### src/rtl/pong_game_controller.sv
// Match-level sequencer for pong: consumes physics score flags, keeps both scores
// and holds the physics stage in reset except while a rally is in play.
module pong_game_controller #(
  parameter int unsigned WIN_SCORE          = 7,
  parameter int unsigned SERVE_DELAY_FRAMES = 60,
  parameter int unsigned SCORE_W            = 4
) (
  input  logic               clk,
  input  logic               rst,
  input  logic               frame_tick,
  input  logic               start_btn,
  input  logic [1:0]         player_did_score,
  output logic               physics_rst_n,
  output logic [SCORE_W-1:0] score_left,
  output logic [SCORE_W-1:0] score_right,
  output logic [1:0]         point_pulse,
  output logic [2:0]         game_state,
  output logic [1:0]         winner
);

  localparam int unsigned CNT_W = $clog2(SERVE_DELAY_FRAMES + 1);
  localparam logic [SCORE_W-1:0] WIN_VAL    = SCORE_W'(WIN_SCORE);
  localparam logic [CNT_W-1:0]   SERVE_LAST = CNT_W'(SERVE_DELAY_FRAMES);

  typedef enum logic [2:0] {
    StIdle     = 3'd0,
    StServe    = 3'd1,
    StPlay     = 3'd2,
    StPoint    = 3'd3,
    StGameOver = 3'd4
  } state_t;

  state_t             state_q, state_d;
  logic [SCORE_W-1:0] score_l_q, score_l_d, score_r_q, score_r_d;
  logic [1:0]         pulse_q, pulse_d;
  logic [1:0]         winner_q, winner_d;
  logic [CNT_W-1:0]   cnt_q, cnt_d, cnt_inc;
  logic               start_prev_q;
  logic               phys_q;
  logic               first_q, first_d;
  logic               start_rise;

  assign start_rise = start_btn & ~start_prev_q;
  assign cnt_inc    = cnt_q + CNT_W'(1);

  always_comb begin
    state_d   = state_q;
    score_l_d = score_l_q;
    score_r_d = score_r_q;
    pulse_d   = 2'b00;
    winner_d  = winner_q;
    cnt_d     = cnt_q;
    first_d   = 1'b0;
    case (state_q)
      StIdle, StGameOver: begin
        if (start_rise) begin
          state_d   = StServe;
          score_l_d = '0;
          score_r_d = '0;
          winner_d  = 2'b00;
          cnt_d     = '0;
        end
      end
      StServe: begin
        if (frame_tick) begin
          if (cnt_inc == SERVE_LAST) begin
            state_d = StPlay;
            cnt_d   = '0;
            first_d = 1'b1;
          end else begin
            cnt_d = cnt_inc;
          end
        end
      end
      StPlay: begin
        // first_q masks stale flags while physics is still coming out of reset
        if (!first_q && player_did_score != 2'b00) begin
          score_l_d = score_l_q + SCORE_W'(player_did_score[0]);
          score_r_d = score_r_q + SCORE_W'(player_did_score[1]);
          pulse_d   = player_did_score;
          state_d   = StPoint;
        end
      end
      StPoint: begin
        if (score_l_q == WIN_VAL || score_r_q == WIN_VAL) begin
          state_d  = StGameOver;
          winner_d = {score_r_q == WIN_VAL, score_l_q == WIN_VAL};
        end else begin
          state_d = StServe;
          cnt_d   = '0;
        end
      end
      default: state_d = StIdle;
    endcase
  end

  always_ff @(posedge clk) begin
    if (!rst) begin
      state_q      <= StIdle;
      score_l_q    <= '0;
      score_r_q    <= '0;
      pulse_q      <= 2'b00;
      winner_q     <= 2'b00;
      cnt_q        <= '0;
      start_prev_q <= 1'b1;
      phys_q       <= 1'b0;
      first_q      <= 1'b0;
    end else begin
      state_q      <= state_d;
      score_l_q    <= score_l_d;
      score_r_q    <= score_r_d;
      pulse_q      <= pulse_d;
      winner_q     <= winner_d;
      cnt_q        <= cnt_d;
      start_prev_q <= start_btn;
      phys_q       <= (state_d == StPlay);
      first_q      <= first_d;
    end
  end

  assign physics_rst_n = phys_q;
  assign score_left    = score_l_q;
  assign score_right   = score_r_q;
  assign point_pulse   = pulse_q;
  assign game_state    = state_q;
  assign winner        = winner_q;

endmodule

### config.mk
export PLATFORM = sky130hd
export DESIGN_NAME = pong_game_controller
export DESIGN_NICKNAME = d
export VERILOG_FILES = /design/src/rtl/pong_game_controller.sv
export SDC_FILE = /design/constraint.sdc
export NUM_CORES = 1
export LEC_CHECK = 0
export BUFFER_PORTS_ARGS = -buffer_cell sky130_fd_sc_hd__buf_2
export CAP_MARGIN = 10
export CORE_ASPECT_RATIO = 1.4
export CORE_MARGIN = 2
export CORE_UTILIZATION = 49
export DETAILED_ROUTE_END_ITERATION = 8
export PLACE_DENSITY = 0.74
export SYNTH_ARGS = -nofsm -noshare
export SYNTH_HDL_FRONTEND = slang
export SYNTH_SLANG_ARGS = --single-unit
export TNS_END_PERCENT = 20
### constraint.sdc
create_clock -name clk -period 1.6 [get_ports clk]
set_input_delay 0.32 -clock clk [delete_from_list [all_inputs] [get_ports clk]]
set_output_delay 0.32 -clock clk [all_outputs]
set_load 0.02 [all_outputs]
After elaboration in Yosys (flattened, before gate mapping)

Index checks and enable logic that the tools add are counted.

Register bits: 24
Input bits: 6
Output and inout bits: 16
Logic and storage cells: 61

$add $sub $neg: 3
Equal/unequal tests: 13
Multiplexer cells: 20
Bitwise logic cells: 2
Reductions and logical operators: 14

Operator list:

| operator              | number |
|---|---|
| $mux W6               | 4 |
| $pmux W6 S3           | 1 |
| $pmux W4 S2           | 2 |
| $mux W3               | 5 |
| $mux W4               | 3 |
| $pmux W3 S4           | 1 |
| $reduce_and A3 Y1     | 4 |
| $ne A2 B2 Y1 const B  | 5 |
| $eq A3 B2 Y1 const B  | 3 |
| $add A4 B1 Y4         | 2 |
| $eq A4 B3 Y1 const B  | 2 |
| $add A6 B1 Y6 const B | 1 |
| $eq A6 B6 Y1 const B  | 1 |
| $reduce_bool A2 Y1    | 3 |
| $mux W2               | 2 |
| $pmux W2 S2           | 1 |
| $reduce_and A4 Y1     | 1 |
| $eq A3 B1 Y1 const B  | 1 |
| $eq A3 B3 Y1 const B  | 1 |
| $logic_not A3 Y1      | 1 |
| $reduce_bool A3 Y1    | 1 |
| $reduce_or A2 Y1      | 1 |
| $and A1 B1 Y1         | 1 |
| $logic_and A1 B1 Y1   | 1 |
| 4 further kinds       | 4 |

Depth between registers and ports, before layout

Gate-level depths: netlist of run 1.

Word-level depth: 6
Depth in mapped cells: 6
Mapped depth without buffers: 5

Least setup slack after synthesis of run 1

Ideal clock, no wire load.

Path type: register to register
Start: register state_q[1], in the netlist game_state[1]
End: register cnt_q[5]
Library setup time: 0.074 ns
Arrival time: 1.719 ns
Required time: 1.526 ns
Path slack: -0.193 ns
Cell stages (with the launch flop): 7
Buffers on the path: 2
Clock period less this slack: 1.793 ns
Cells stage by stage: dfxtp_1 buf_4 nand3b_4 or3_4 buf_6 a2111o_1 a31oi_1

Longest elaborated chain between the ends: 4
Elaborated cells between the ends (all ways): 11
Classes of those cells: 6 x eq/ne; 1 x mux; 4 x reduce/logical

RTL lines:

| what                                                                | RTL line | source |
|---|---|---|
| from (decl)                                                         | 33       | `state_t state_q, state_d;` |
| from (signal assigned)                                              | 99       | `state_q <= StIdle;` |
| from (signal assigned)                                              | 109      | `state_q <= state_d;` |
| $eq A3 B3 Y1 or $logic_not A3 Y1 (tied branches)                    | 54       | `case (state_q)` |
| $reduce_or A2 Y1                                                    | 54       |  |
| $ne A2 B2 Y1 (no source line) or $reduce_bool A3 Y1 (tied branches) | n/a      |  |
| $reduce_and A4 Y1 (no source line)                                  | n/a      |  |
| to (signal assigned)                                                | 114      | `cnt_q <= cnt_d;` |
| to (decl)                                                           | 37       | `logic [CNT_W-1:0] cnt_q, cnt_d, cnt_inc;` |

Parallel ways exist; a longest one is shown, timed or not.
A chain may end at the register's enable or synchronous reset.

Final worst setup path of run 1

Start: register state_q[0], in the netlist game_state[0]
End: register cnt_q[5]

Same word-level chain as after synthesis.

==> reports/results.ini, run 1 <==
[placement]
finalWeightedCongestion=0.806
placed_cells=206
portBuffers=21
dpl.hpwl_um=2260

[cts]
clk_pin_slew_ns=0.14
cts_made_buffers=3
insertion_delay_ns=0.32
htreeDepth=1
cts_tree=yes
cts_hold_buf=0
clock_path_buffers=2
numClockSinks=24
cts_root_buf=clkbuf_4

[floorplan]
die-area_um2=2950
pin_count=22
start_util_pct=51.8
die_y_um=63.5
core_um2=2390
chipWidth_um=46.5
placementRows=21

[critical_path]
arrival_ns=1.89
slowest_stage=dfxtp_4
crit_chain=buf_6 -> nand3b_4 -> or3_4 -> a2111o_1 -> a31oi_1
startpoint_type=flop
critPathCaptureType=flop
crit_type=flop to flop
slowest_delay_ns=0.44
crit_fanout=7
worst_ep_required_time_ns=1.86

[global_route]
grt_usage_pct=23.3
grt_max_degree=15
antenna_found_initial=0
grt_overflow=0
first_global_vias=1210
grt_pass1_wl_um=5010

[power_and_ir_drop]
power_switching_mw=0.254
seq_power_share_pct=52.6
clockPowerShare_pct=39.6
p_leak_nw=0.687
power_frac_comb_pct=7.9
total_power_mw=1.14
peakVddDrop_uv=713
p_per_area_nw_per_um2=718
swShare_pct=22.2
p_int_mw=0.891

[synthesis]
synth_seq_cells=24
syn_inst=141
syn-num-nets=152
synth_top_area_share_pct=38.8
netlist_top_cells_area=dfxtp_1, a21oi_1, nand3_1
synth_cell_types=42
yosys_warnings=0
syn_area_per_cell_um2=8.79
synthArstFlopShare_pct=0
synth.most_common_cell=dfxtp_1
yosysSeqAreaShare_pct=38.8
synth_area_leader_cell=dfxtp_1
ys_top_cells_by_count=dfxtp_1, a21oi_1, nand3_1, nand2_1, o21ai_0
synth_flop_cell=dfxtp_1
netlist_area_um2=1240
synth_edf_count=0

[layout]
fin_cells=212
finalNetCount=190
synthToLayoutAreaGrowth_pct=28.8
drive_gt1_share_pct=36.0
diodes=0

[status]
violations=negative setup slack
status=complete, but fails checks

[timing]
rsz0062_at_grt=yes
slew_headroom_pct=73.3
fmax_ghz=0.614
setup_slack_ns=-0.0279
setup_viol=1
whs_ns=0.249
report.final.slew_viol_count=0
fin_crit_sh_pct=102
worstMarginPinSlew_ns=0.400
hold_violations=0
fin_skew_ns=0.00219
min_period_ns=1.63

[route]
ant_nets=0
drc=0
vias_per_cell=5.69
drt_iter0_markers=26
wl_per_cell_um=14.5
vias=1206
firstDrtPassIters=4
drt-total-wl_um=3070

[hold_path]
hold_class=primary input to flop

[flow_run]
max-cap-violations=0

-- per-stage QoR --
step,setup TNS (ns),setup slack [ns],utilization (%),instance area [um^2]
finish,-0.0279,-0.0279,66.7,1600
detailed placement,-0.755,-0.119,61.8,1480
CTS,-0.00335,-0.00335,65.6,1570
floorplan,-0.0783,-0.0595,-,1260
global route,-0.262,-0.0858,66.7,1600
global placement,-0.105,-0.0401,61.8,1480
-- power by group through the flow --
| stage | Sequential (mW) | Clock [mW] | Combinational (mW) |
|---|---|---|---|
| 6_report | 0.602 | 0.453 | 0.0899 |
| 5_1_grt | 0.603 | 0.503 | 0.0985 |
| 4_1_cts | 0.603 | 0.452 | 0.0858 |
| 3_5_place_dp | 0.616 | 0 | 0.0806 |
| 3_3_place_gp | 0.616 | 0 | 0.0786 |
| 2_1_floorplan | 0.615 | 0 | 0.0437 |
-- critical path, delay by kind of cell, from the launching register on --
family,cells,cell delay [ns]
AOI/OAI and AO/OA,2,0.52
buffers and inverters,1,0.12
DFF,1,0.44
and+or+nand+nor,2,0.49
-- layout by cell type, fill, tap and decap left out, types with 4 or more instances in the layout --
cell type	instances
nor2_1	6
buf_2	21
o21ai_0	9
or3_1	5
nand2_1	11
inv_1	5
buf_4	14
ha_1	5
dfxtp_4	4
dfxtp_1	14
a21oi_1	16
nand3_1	13
dfxtp_2	6
-- registers in the layout, indices dropped and copies added (netlist names) --
| name | flops |
|---|---|
| score_left | 4 |
| game_state | 3 |
| point_pulse | 2 |
| cnt_q | 6 |
| score_right | 4 |
| start_prev_q | 1 |
| first_q | 1 |
| winner | 2 |
| physics_rst_n | 1 |
-- routing by layer --
layer / vias up / share of wire [%] / global-route usage [%]
li1: 602 / - / -
met1: 560 / 38 / 22.2
met2: 30 / 56 / 42.0
met3: 14 / 2.0 / 4.58
met4: 0 / 4.0 / 14.3
met5: - / 0 / 0
-- area by class of cell --
cell class,instances,area [um^2]
inverter,5,18.8
multi-input combinational,107,734
timing repair buffer,38,244
tap,34,42.5
clock inverter,1,30.0
clock buffer,3,22.5
sequential,24,503
fill,197,796
-- logic make-up (layout without fill, tap and decap cells) --
| kind of cell | count (synthesis) | in the layout | share of synthesized area [%] |
|---|---|---|---|
| compound gates | 42 | 42 | 20.1 |
| fa+ha+maj | 5 | 5 | 5.05 |
| buf+inv | 10 | 47 | 4.65 |
| flops | 24 | 24 | 38.8 |
| simple gates | 60 | 60 | 31.4 |
-- final timing paths --
check | start | to | slack (ns) | depth (start not counted)
worst min register to register | winner[1] | winner[1] | 0.48 | 2
worst max-delay path | game_state[0] | cnt_q[5] | -0.03 | 5
worst max register to register | game_state[0] | cnt_q[5] | -0.03 | 5
worst min-delay path | rst | start_prev_q | 0.25 | 2
-- repair_timing --
action,CTS,global route
buffers inserted,2,0
pin swaps,1,4
endpoints found under the setup margin,10,15
gates resized for setup,6,6
Note: power is estimated with default switching activity, not from simulation.
==> run 2, diff against run 1 <==
--- a/config.mk
+++ b/config.mk
@@ -5,12 +5,14 @@
 export SDC_FILE = /design/constraint.sdc
 export NUM_CORES = 1
 export LEC_CHECK = 0
+export ABC_AREA = 1
 export BUFFER_PORTS_ARGS = -buffer_cell sky130_fd_sc_hd__buf_2
 export CAP_MARGIN = 10
 export CORE_ASPECT_RATIO = 1.4
 export CORE_MARGIN = 2
 export CORE_UTILIZATION = 49
 export DETAILED_ROUTE_END_ITERATION = 8
+export GPL_TIMING_DRIVEN = 1
 export PLACE_DENSITY = 0.74
 export SYNTH_ARGS = -nofsm -noshare
 export SYNTH_HDL_FRONTEND = slang
==> run 2 against run 1 <==
  * The flow now finishes without violations
  * Global-route usage shrank 4.1 points
  * Core utilization shrank 7.2 points
  * Clock skew grew 0.0031 ns
  * Combinational power is 100% higher
  * Die area rose by 1.3%
  * Register-to-register slack improved by 0.21 ns
  * Setup slack gained 0.21 ns
  * Hold slack lost 0.036 ns
  * Fmax rose by 15%
  * Count of clock-buffer cells in the layout up 1
  * Highest routed layer unchanged
==> reports/results.ini, run 2 <==
[status]
status=completed

[synthesis]
netlist_area_um2=1260  ; +1.4%
synth_cell_types=24  ; -43%
syn-num-nets=192  ; +26%
synth.most_common_cell=nand2_1
synthArstFlopShare_pct=0  ; unchanged
ys_top_cells_by_count=nand2_1, nor2_1, dfxtp_1, inv_1, a21oi_1
syn_inst=181  ; +28%
synth_flop_cell=dfxtp_1
synth_edf_count=0  ; unchanged
synth_area_leader_cell=dfxtp_1
yosys_warnings=0  ; unchanged
netlist_top_cells_area=dfxtp_1, nand2_1, nor2_1
syn_area_per_cell_um2=6.94  ; -21%
synth_top_area_share_pct=38.2  ; -0.54 points
yosysSeqAreaShare_pct=38.2  ; -0.54 points
synth_seq_cells=24  ; unchanged

[timing]
rsz0062_at_grt=no
setup_slack_ns=0.181  ; +0.209 ns
fin_crit_sh_pct=88.7  ; -13 points
worstMarginPinSlew_ns=0.346  ; -0.0541 ns
fmax_ghz=0.705  ; +15%
hold_violations=0  ; unchanged
whs_ns=0.213  ; -0.0361 ns
min_period_ns=1.42  ; -0.209 ns
report.final.slew_viol_count=0  ; unchanged
setup_tns_ns=0  ; +0.0279 ns
fin_skew_ns=0.00526  ; +0.00307 ns
setup_viol=0  ; -1
slew_headroom_pct=76.8  ; +3.5 points

[cts]
numClockSinks=24  ; unchanged
cts_tree=yes
insertion_delay_ns=0.32  ; about the same
ctsResizeCount=0  ; -6
htreeDepth=1  ; unchanged
cts_hold_buf=0  ; unchanged
post_cts.repair.setup_buffers=0  ; -2
cts_made_buffers=3  ; unchanged
clock_path_buffers=2  ; unchanged
clk_pin_slew_ns=0.13  ; about the same
cts_root_buf=clkbuf_4

[layout]
largest_register_ffs=6  ; unchanged
diodes=0  ; unchanged
fin_cells=240  ; +13%
final_cell_mix=nand2_1, nor2_1, dfxtp_1
final_common_cell=nand2_1
finalNetCount=218  ; +15%
drive_gt1_share_pct=20.4  ; -16 points
synthToLayoutAreaGrowth_pct=14.5
fin_area_um2=1440  ; -9.8%
final_util_pct=59.5  ; -7.2 points
regMostFlops=cnt_q

[global_route]
grt_pass1_wl_um=4260  ; -15%
grt_busiest_layer=met2
grt_use_met1_pct=17.9  ; -4.3 points
grt_usage_pct=19.2  ; -4.1 points
grt_overflow=0  ; unchanged
antenna_found_initial=0  ; unchanged
first_global_vias=1094  ; -9.6%
grtUsageMet3_pct=2.54  ; -2.0 points
grt_max_degree=15  ; unchanged
grtUsageMet2_pct=37.2  ; -4.9 points

[route]
vias_per_cell=4.89  ; -14%
drc=0  ; unchanged
vias=1173  ; -2.7%
ant_nets=0  ; unchanged
drt-total-wl_um=2650  ; -13%
firstDrtPassIters=4  ; unchanged
drt_iter0_markers=20  ; -23%
wl_per_cell_um=11.1  ; -24%

[flow_run]
max-cap-violations=0  ; unchanged

[critical_path]
worst-r2r-setup-slack_ns=0.18  ; +0.21 ns
arrival_ns=1.65  ; -0.24 ns
worst_ep_required_time_ns=1.83  ; -0.03 ns
critPathCaptureType=flop
crit_type=flop to flop
crit_fanout=12  ; +5
startpoint_type=flop

[placement]
placed_cells=236  ; +15%
postPlaceCellArea_um2=1400  ; -5.1%
dp_slack_ns=0.126  ; +0.245 ns
finalWeightedCongestion=0.809  ; +0.31%
dpl.hpwl_um=2080  ; -7.9%
portBuffers=21  ; unchanged

[floorplan]
pin_count=22  ; unchanged
chipWidth_um=46.8  ; +0.63%
core_um2=2420  ; +1.1%
start_util_pct=52.0  ; +0.16 points
placementRows=21  ; unchanged
die_y_um=63.9  ; +0.66%
die-area_um2=2990  ; +1.3%

[hold_path]
hold_class=primary input to flop

[power_and_ir_drop]
total_power_mw=1.16  ; +0.96%
p_leak_nw=0.745  ; +8.3%
p_per_area_nw_per_um2=803  ; +12%
peakVddDrop_uv=478  ; -33%

## run 2: path summary, 6_finish.rpt
kind                         to     startpoint  cells after the start
setup reg to reg  score_left[3]  game_state[0]                      8
hold reg to reg       winner[0]      winner[0]                      2
setup / recovery  score_left[3]  game_state[0]                      8
hold / removal     start_prev_q      start_btn                      2
## run 2: routing by layer
| metal | wire length (um) | vias up | part of all wire, % |
|---|---|---|---|
| met5 | 0 | - | 0 |
| met4 | 48 | 0 | 1.8 |
| met3 | 64 | 4 | 2.4 |
| li1 | - | 623 | - |
| met2 | 1500 | 17 | 57 |
| met1 | 1040 | 529 | 39 |
## run 2: logic make-up after synthesis
family                     Yosys count  synth area share, %
and+or+nand+nor                    101                 36.5
buffers and inverters               26                 8.47
DFF                                 24                 38.2
AOI/OAI and AO/OA                   23                 10.5
adders and majority gates            5                 4.98
xor gates and xnor gates             2                 1.39
## run 2: layout make-up
class                   instances  area [um^2]
inverters                      24         90.1
repair buffers                 23          120
clock buffers                   4         36.3
flip-flops and latches         24          480
fillers                       241          978
well taps                      34         42.5
multi-input cells             131          669
## run 2: power by group
part,internal [mW],switching [mW],total [mW]
logic,0.0667,0.116,0.183
clock network,0.139,0.183,0.322
registers,0.624,0.0260,0.650
total,0.830,0.326,1.16
## run 2: critical path, cell delays in order (launching register included)
cell	delay [ns]
dfxtp_1	0.39
inv_2	0.11
nand3_2	0.13
nor2_4	0.20
inv_2	0.05
nand2_2	0.18
nand2_1	0.07
o21ai_0	0.17
nor2_1	0.05
==> run 3, diff against run 2 <==
--- a/config.mk
+++ b/config.mk
@@ -14,6 +14,7 @@
 export DETAILED_ROUTE_END_ITERATION = 8
 export GPL_TIMING_DRIVEN = 1
 export PLACE_DENSITY = 0.74
+export RECOVER_POWER = 25
 export SYNTH_ARGS = -nofsm -noshare
 export SYNTH_HDL_FRONTEND = slang
 export SYNTH_SLANG_ARGS = --single-unit
==> run 3 against run 2 <==
  * Non-clock buffer count is the same
  * Die area is the same
  * Critical path depth is the same
  * Via count is the same
  * Combinational power is essentially flat
  * Flip-flop and latch count is the same
==> reports/results.ini, run 3 (synthesis results as in run 2) <==
[timing]
setup_viol=0  ; unchanged
fin_crit_sh_pct=88.7  ; about the same
slew_headroom_pct=76.8  ; unchanged
setup_slack_ns=0.181  ; -0.000793 ns
report.final.slew_viol_count=0  ; unchanged
min_period_ns=1.42  ; +0.000793 ns
rsz0062_at_grt=no
fmax_ghz=0.705  ; about the same
worstMarginPinSlew_ns=0.346  ; unchanged
fin_skew_ns=0.00573  ; +0.000461 ns
hold_violations=0  ; unchanged
setup_tns_ns=0  ; unchanged
whs_ns=0.213  ; -0.000238 ns

[cts]
htreeDepth=1  ; unchanged
clock_path_buffers=2  ; unchanged
cts_hold_buf=0  ; unchanged
post_cts.repair.setup_buffers=0  ; unchanged
cts_root_buf=clkbuf_4
insertion_delay_ns=0.32  ; about the same
cts_tree=yes
ctsResizeCount=0  ; unchanged
clk_pin_slew_ns=0.13  ; about the same
numClockSinks=24  ; unchanged
cts_made_buffers=3  ; unchanged

[floorplan]
core_um2=2420  ; unchanged
chipWidth_um=46.8  ; unchanged
pin_count=22  ; unchanged
start_util_pct=52.0  ; unchanged
placementRows=21  ; unchanged
die_y_um=63.9  ; unchanged
die-area_um2=2990  ; unchanged

[placement]
finalWeightedCongestion=0.809  ; unchanged
dp_slack_ns=0.126  ; unchanged
placed_cells=236  ; unchanged
dpl.hpwl_um=2080  ; unchanged
portBuffers=21  ; unchanged

[flow_run]
max-cap-violations=0  ; unchanged

[global_route]
grt_pass1_wl_um=4260  ; unchanged
grt_usage_pct=19.2  ; unchanged
antenna_found_initial=0  ; unchanged
grt_max_degree=15  ; unchanged
first_global_vias=1094  ; unchanged
grt_overflow=0  ; unchanged

[route]
ant_nets=0  ; unchanged
firstDrtPassIters=4  ; unchanged
drt_iter0_markers=21  ; +5.0%
drt-total-wl_um=2650  ; -0.19%
drc=0  ; unchanged
wl_per_cell_um=11.0  ; -0.19%
vias=1173  ; unchanged
vias_per_cell=4.89  ; unchanged

[critical_path]
crit_fanout=12  ; unchanged
crit_chain=inv_2 -> nand3_2 -> nor2_4 -> inv_2 -> nand2_2 -> nand2_1 -> o21ai_0 -> nor2_1
crit_type=flop to flop
startpoint_type=flop
arrival_ns=1.65  ; about the same
slowest_stage=dfxtp_1
path_delay_family=simple AND/OR/NAND/NOR gates
path_buf_inv=2  ; unchanged
path_common_cell=inv_2
critPathCaptureType=flop
slowest_delay_ns=0.39  ; about the same
crit_start=game_state[0]
worst_ep_required_time_ns=1.83  ; about the same
r2r_start=game_state[0]

[status]
status=completed

[layout]
regArea_um2=480  ; unchanged
largest_register_ffs=6  ; unchanged
finalNetCount=218  ; unchanged
fillerInstances=244  ; +1.2%
regMostFlops=cnt_q
multi_input_area_um2=669  ; unchanged
drive_gt1_share_pct=17.0  ; -3.4 points
fin_cells=240  ; unchanged
final_common_cell=nand2_1
synthToLayoutAreaGrowth_pct=13.8
final_cell_mix=nand2_1, nor2_1, dfxtp_1
diodes=0  ; unchanged

[hold_path]
holdCritStartpoint=start_btn
hold_class=primary input to flop

[power_and_ir_drop]
peakVddDrop_uv=478  ; about the same
p_per_area_nw_per_um2=808  ; +0.59%
p_leak_nw=0.715  ; -3.9%

==> run 3: changes by cell type in the layout (fill, tap and decap cells not counted), sizes merged <==
cell	before	now
buf	23	17
clkbuf	4	10
==> run 3: worst reg2reg max path, delay by kind of cell (launching register included) <==
family          cells  cell delay [ns]
compound gates      1             0.17
flops               1             0.39
simple gates        5             0.63
buf+inv             2             0.16
==> run 3: stage by stage <==
stage	util (%)	total power, mW	area (um^2)
final	59.2	1.16	1430
after global routing	59.2	1.22	1430
after CTS	59.5	1.16	1440
after detailed placement	58.0	0.848	1400
after global placement	58.0	0.840	1400
after floorplan	-	0.797	1260
==> run 3: final timing paths <==
check	slack (ns)	cells after the start	end
setup / recovery	0.18	8	score_left[3]
hold / removal	0.21	2	start_prev_q
setup reg to reg	0.18	8	score_left[3]
hold reg to reg	0.48	2	winner[0]
==> run 3: where the power goes <==
group	switching [mW]	leakage [nW]	total [mW]	internal, mW
combinational	0.116	0.499	0.183	0.0663
sequential	0.0260	0.195	0.650	0.624
clock	0.183	0.0210	0.322	0.139
==> run 3: metal layers <==
metal	vias up	wire [um]	global-route usage, %
li1	623	-	-
met1	529	1030	17.9
met2	17	1500	37.2
met3	4	64	2.54
met4	0	48	9.03
met5	-	0	0
==> run 3: area by class of cell <==
class | instances | area share [%]
sequential | 24 | 33.6
timing repair buffer | 23 | 7.79
tap | 34 | 2.97
clock buffer | 4 | 2.54
inverter | 24 | 6.30
multi-input combinational | 131 | 46.8
